**src/rtl/fetch_pkg.sv**
```systemverilog
// Shared types for the instruction fetch stage.
//   fetch_state_e : opcode-word / immediate-word fetch phases
//   ImmFlagBit    : bit of the opcode word that flags a trailing immediate word
//   ifid_word_t   : instruction + immediate words carried in the IF/ID register
package fetch_pkg;

  typedef enum logic [0:0] {
    S_OP,
    S_IMM
  } fetch_state_e;

  localparam int unsigned ImmFlagBit = 0;

  typedef struct packed {
    logic [15:0] instr;
    logic [15:0] imm;
  } ifid_word_t;

endpackage

```
**src/rtl/pc_reg.sv**
```systemverilog
// Program counter register.
//   clk_i      : clock
//   rst_ni     : synchronous active-low reset, loads RESET_VECTOR
//   load_i     : load load_val_i (redirect); wins over inc_i
//   load_val_i : redirect address
//   inc_i      : advance by one, wrapping modulo 2^ADDR_W
//   pc_o       : current PC
module pc_reg #(
  parameter int unsigned       ADDR_W       = 16,
  parameter logic [ADDR_W-1:0] RESET_VECTOR = '0
) (
  input  logic              clk_i,
  input  logic              rst_ni,
  input  logic              load_i,
  input  logic [ADDR_W-1:0] load_val_i,
  input  logic              inc_i,
  output logic [ADDR_W-1:0] pc_o
);

  logic [ADDR_W-1:0] pc_q;

  always_ff @(posedge clk_i) begin
    if (!rst_ni) begin
      pc_q <= RESET_VECTOR;
    end else if (load_i) begin
      pc_q <= load_val_i;
    end else if (inc_i) begin
      pc_q <= pc_q + ADDR_W'(1);
    end
  end

  assign pc_o = pc_q;

endmodule

```
**src/rtl/fetch_stage.sv**
```systemverilog
// Instruction fetch stage with optional one-word immediate extension.
// An opcode word with bit 0 set is followed by an immediate word at PC+1;
// such instructions are assembled over two cycles (one bubble) before issue.
// Optional feature macro FETCH_PERF_CNT_EN adds the perf_instr_cnt port.
//   clk            : clock, rising edge
//   rst            : synchronous active-low reset (priority over flush/stall)
//   stall          : hold PC, phase, held word and IF/ID
//   flush          : redirect to branch_target, drop any partial instruction
//   branch_target  : redirect PC
//   imem_addr      : instruction memory address (= PC)
//   imem_data      : combinational instruction memory read data
//   ifid_instr/ifid_imm/ifid_pc/ifid_valid : IF/ID register outputs
//   perf_instr_cnt : count of issued instructions (FETCH_PERF_CNT_EN only)
module fetch_stage
  import fetch_pkg::*;
#(
  parameter int unsigned       ADDR_W       = 16,
  parameter logic [ADDR_W-1:0] RESET_VECTOR = '0
) (
  input  logic              clk,
  input  logic              rst,
  input  logic              stall,
  input  logic              flush,
  input  logic [ADDR_W-1:0] branch_target,
  output logic [ADDR_W-1:0] imem_addr,
  input  logic [15:0]       imem_data,
  output logic [15:0]       ifid_instr,
  output logic [15:0]       ifid_imm,
  output logic [ADDR_W-1:0] ifid_pc,
  output logic              ifid_valid
`ifdef FETCH_PERF_CNT_EN
  ,
  output logic [31:0]       perf_instr_cnt
`endif
);

  fetch_state_e      state_q, state_d;
  ifid_word_t        ifid_q, ifid_d;
  logic [ADDR_W-1:0] ifid_pc_q, ifid_pc_d;
  logic              valid_q, valid_d;
  logic [15:0]       held_word_q, held_word_d;
  logic [ADDR_W-1:0] held_pc_q, held_pc_d;
  logic [ADDR_W-1:0] pc;
  logic              pc_load, pc_inc;

  pc_reg #(
    .ADDR_W      (ADDR_W),
    .RESET_VECTOR(RESET_VECTOR)
  ) u_pc_reg (
    .clk_i     (clk),
    .rst_ni    (rst),
    .load_i    (pc_load),
    .load_val_i(branch_target),
    .inc_i     (pc_inc),
    .pc_o      (pc)
  );

  assign imem_addr = pc;

  always_comb begin
    state_d     = state_q;
    ifid_d      = ifid_q;
    ifid_pc_d   = ifid_pc_q;
    valid_d     = valid_q;
    held_word_d = held_word_q;
    held_pc_d   = held_pc_q;
    pc_load     = 1'b0;
    pc_inc      = 1'b0;

    if (flush) begin
      // Redirect drops any half-assembled instruction.
      state_d      = S_OP;
      valid_d      = 1'b0;
      ifid_d.instr = '0;
      ifid_d.imm   = '0;
      held_word_d  = '0;
      pc_load      = 1'b1;
    end else if (!stall) begin
      pc_inc = 1'b1;
      unique case (state_q)
        S_OP: begin
          if (imem_data[ImmFlagBit]) begin
            held_word_d = imem_data;
            held_pc_d   = pc;
            valid_d     = 1'b0;
            state_d     = S_IMM;
          end else begin
            ifid_d.instr = imem_data;
            ifid_d.imm   = '0;
            ifid_pc_d    = pc;
            valid_d      = 1'b1;
          end
        end
        S_IMM: begin
          ifid_d.instr = held_word_q;
          ifid_d.imm   = imem_data;
          ifid_pc_d    = held_pc_q;
          valid_d      = 1'b1;
          state_d      = S_OP;
        end
        default: state_d = S_OP;
      endcase
    end
  end

  always_ff @(posedge clk) begin
    if (!rst) begin
      state_q     <= S_OP;
      ifid_q      <= '0;
      ifid_pc_q   <= '0;
      valid_q     <= 1'b0;
      held_word_q <= '0;
      held_pc_q   <= '0;
    end else begin
      state_q     <= state_d;
      ifid_q      <= ifid_d;
      ifid_pc_q   <= ifid_pc_d;
      valid_q     <= valid_d;
      held_word_q <= held_word_d;
      held_pc_q   <= held_pc_d;
    end
  end

  assign ifid_instr = ifid_q.instr;
  assign ifid_imm   = ifid_q.imm;
  assign ifid_pc    = ifid_pc_q;
  assign ifid_valid = valid_q;

`ifdef FETCH_PERF_CNT_EN
  logic        issue;
  logic [31:0] perf_cnt_q;

  // An instruction issues when IF/ID is freshly loaded with a complete word pair.
  assign issue = !flush && !stall && ((state_q == S_IMM) || !imem_data[ImmFlagBit]);

  always_ff @(posedge clk) begin
    if (!rst) begin
      perf_cnt_q <= '0;
    end else if (issue) begin
      perf_cnt_q <= perf_cnt_q + 32'd1;
    end
  end

  assign perf_instr_cnt = perf_cnt_q;
`endif

endmodule
```
**config.mk**
```make
export PLATFORM = sky130hd
export DESIGN_NAME = fetch_stage
export DESIGN_NICKNAME = d
export VERILOG_FILES = /design/src/rtl/fetch_pkg.sv /design/src/rtl/pc_reg.sv /design/src/rtl/fetch_stage.sv
export SDC_FILE = /design/constraint.sdc
export NUM_CORES = 1
export LEC_CHECK = 0
export ABC_AREA = 1
export CORE_MARGIN = 2
export CORE_UTILIZATION = 50
export CTS_BUF_LIST = sky130_fd_sc_hd__clkbuf_4 sky130_fd_sc_hd__clkbuf_8
export DETAILED_ROUTE_END_ITERATION = 10
export HOLD_SLACK_MARGIN = 0.15
export PLACE_DENSITY_LB_ADDON = 0.25
export SYNTH_ARGS = -nofsm -noshare
export SYNTH_HDL_FRONTEND = slang
export SYNTH_SLANG_ARGS = --single-unit
```
**constraint.sdc**
```tcl
create_clock -name clk -period 2.3 [get_ports clk]
set_input_delay 0.69 -clock clk [delete_from_list [all_inputs] [get_ports clk]]
set_output_delay 0.69 -clock clk [all_outputs]
set_load 0.02 [all_outputs]
```
==> out/results.ini <==
[status]
outcome=complete, no violations

[clocking]
cts_tree=built
cts-root-buf=clkbuf_8
cts_buffer_depth=2
cts_resized=0
clk_pin_slew_ns=0.10
clock_latency_ns=0.37
cts_setup_buffers=0
h-tree-depth=3
cts_buffers=9
clock_sinks=98
cts_hold_buf=0

[placed_design]
place.gp.congestion=0.977
place_hpwl_microns=7740
port_buffers=100

[timing]
hold_viol=0
max_slew_margin_pct=65.5
worst_hold_slack_ns=0.480
max_freq_mhz=444
slew_viol_final=0
fin_skew_ns=0.0116
finalSetupViolCount=0
rsz0062_at_grt=no
min_period_over_period_pct=98.0
period_needed_ns=2.25
tightest_slew_ns=0.517
final.setup.tns_ns=0

[power_and_ir_drop]
p_leak_nw=2.07
p_per_area_mw_per_mm2=625
seqPwrFrac_pct=54.0
clkPwrFrac_pct=31.1
finalPower_mw=3.38
power.internal_mw=2.40
p_comb_share_pct=15.0
switching_share_pct=29.0
p_sw_mw=0.979
irDropWorstVdd_uv=394

[floorplanning]
die_h_microns=94.7
fp.coreArea_sq_mm=0.00809
initial_core_util_pct=50.8
io_pins=101
dieArea_sq_mm=0.00896
die_x_microns=94.7
row_count=33

[routing]
drt_iter0_drc=269
wl_per_cell_microns=14.8
dr.pass1.iters=5
ant_nets=0
wirelength_microns=11100
dr_total_vias=4022
vias_per_cell=5.38
drc=0

[critical_path]
crit_path_end=imem_addr[1]
path_max_fanout=7
cp-end-kind=output port
worstPathArrival_ns=1.56
path_buf_inv=1
crit_start=u_pc_reg.pc_o[1]
r2r_slack_ns=0.59
crit_chain=clkdlybuf4s50_1
r2r_end=u_pc_reg.pc_o[8]
critPathMaxStageDelay_ns=0.67
worstPathRequired_ns=1.61
cp_top_family=buffers and inverters
slowest_stage=clkdlybuf4s50_1
crit_path_start_kind=flip-flop
cp.depth=1
reg2reg_depth=7
r2r_start=u_pc_reg.pc_o[1]
worstSetupPathType=flip-flop to output port

[finish]
utilization_pct=66.8
nNetsFinal=675
drive_gt1_share_pct=7.62
areaGrowthSynthToFinish_pct=31.5
diodes=0

[synth]
synthesis.nets=582
synth_top_family_by_area=compound AO/OA/AOI/OAI gates
synth_xor_area_share_pct=1.07
seq_area_frac_synth_pct=47.7
yosysWarnings=0
synth_common_cells=nand2_1 (105), dfxtp_1 (98), o21ai_0 (79)
synth_area_leaders=dfxtp_1 (48%), o21ai_0 (9.6%), nand2_1 (9.6%)
async_reset_ff_share_pct=0
yosys.cell_types.count=28
synth_edf_count=0
yosysMostFrequentCell=nand2_1
synth_fa_ha_area_share_pct=0.304
synth_ff_type=dfxtp_1
syn_area_sq_mm=0.00411
synth.largest_area_cell=dfxtp_1
synthCells=545
synthSimpleGateAreaFrac_pct=20.3
syn_avg_cell_area_sq_um=7.54
synth_top_area_share_pct=47.7
synth_compound_area_share_pct=21.9
ys_ff_latch=98
yosys-mux-area-fraction_pct=0

[grt]
grt_start_max_net_pins=38
gr-total-overflow=0
antenna_found_initial=0
grt_pass1_wl_microns=17800
grt_use_total_pct=25.4
grt_pass1_vias=3669

[min_path]
hold_class=flip-flop to flip-flop

[job]
maxCapViolCount=0

tightest hold or removal path, delay by kind of cell, from the launching register on:
family           cells  cell delay, ns
flip-flops           1            0.32
AO/OA/AOI/OAI        1            0.07
AND/OR/NAND/NOR      1            0.06
cell usage in the layout, fill, tap and decap left out, types with 3 or more instances in the layout:
| master | instances |
|---|---|
| nand3_1 | 19 |
| inv_2 | 5 |
| nand2_1 | 105 |
| a31oi_1 | 29 |
| o21ai_1 | 4 |
| inv_1 | 38 |
| buf_4 | 14 |
| o21ai_0 | 79 |
| clkinv_4 | 3 |
| clkbuf_8 | 9 |
| a311oi_1 | 3 |
| nor2_4 | 4 |
| a21oi_1 | 30 |
| a22oi_1 | 13 |
| dfxtp_1 | 98 |
| nor2_1 | 66 |
| buf_12 | 3 |
| clkdlybuf4s50_1 | 100 |
| xor2_1 | 5 |
kinds of logic (layout without fill, tap and decap cells):
logic type      count (synthesis)  after routing
compound gates                161            161
xor+xnor                        5              5
fa+ha+maj                       1              1
buf+inv                        79            177
flops                          98             98
simple gates                  201            201
state kept, by name (all words and copies together) (netlist names):
| signal | flops |
|---|---|
| ifid_pc | 16 |
| state_q | 1 |
| held_word_q | 16 |
| ifid_imm | 16 |
| u_pc_reg.pc_o | 16 |
| held_pc_q | 16 |
| ifid_instr | 16 |
| ifid_valid | 1 |
worst min-delay path by stage:
stage | from | endpoint | slack (ns) | depth (start not counted)
after detailed placement | held_pc_q[6] | ifid_pc[6] | 0.47 | 2
after global routing | held_word_q[3] | ifid_instr[3] | 0.50 | 2
after floorplan | held_word_q[0] | held_word_q[0] | 0.44 | 2
after CTS | held_pc_q[6] | ifid_pc[6] | 0.48 | 2
final | held_pc_q[6] | ifid_pc[6] | 0.48 | 2
after global placement | held_word_q[0] | held_word_q[0] | 0.45 | 2
power groups by stage:
stage               sequential, mW  combinational [mW]  clock (mW)
floorplan                     1.90               0.219           0
global placement              1.86               0.489           0
detailed placement            1.86               0.499           0
CTS                           1.82               0.502        1.06
global route                  1.83               0.550        1.14
finish                        1.82               0.505        1.05
per-layer routing:
layer,vias up,track usage [%],wire (microns)
met5,-,0,0
met4,0,8.57,155
met3,19,4.23,822
met2,159,37.6,4880
met1,1839,37.4,5220
li1,2005,-,-
metrics by stage:
stage | setup slack, ns | cell area, sq um | instances
2_1_floorplan | 0.725 | 4110 | 545
3_3_place_gp | 0.115 | 5220 | 732
3_5_place_dp | 0.0158 | 5220 | 732
4_1_cts | 0.0642 | 5410 | 748
5_1_grt | 0.000834 | 5410 | 748
6_report | 0.0461 | 5410 | 748
cell type report:
type	count	area, sq um
Fill cell	698	2690
Inverter	44	168
Clock inverter	7	61.3
Timing Repair Buffer	117	1170
Clock buffer	9	124
Tap cell	105	131
Sequential cell	98	1960
Multi-Input combinational cell	368	1790
Note: power is estimated with default switching activity, not from simulation.
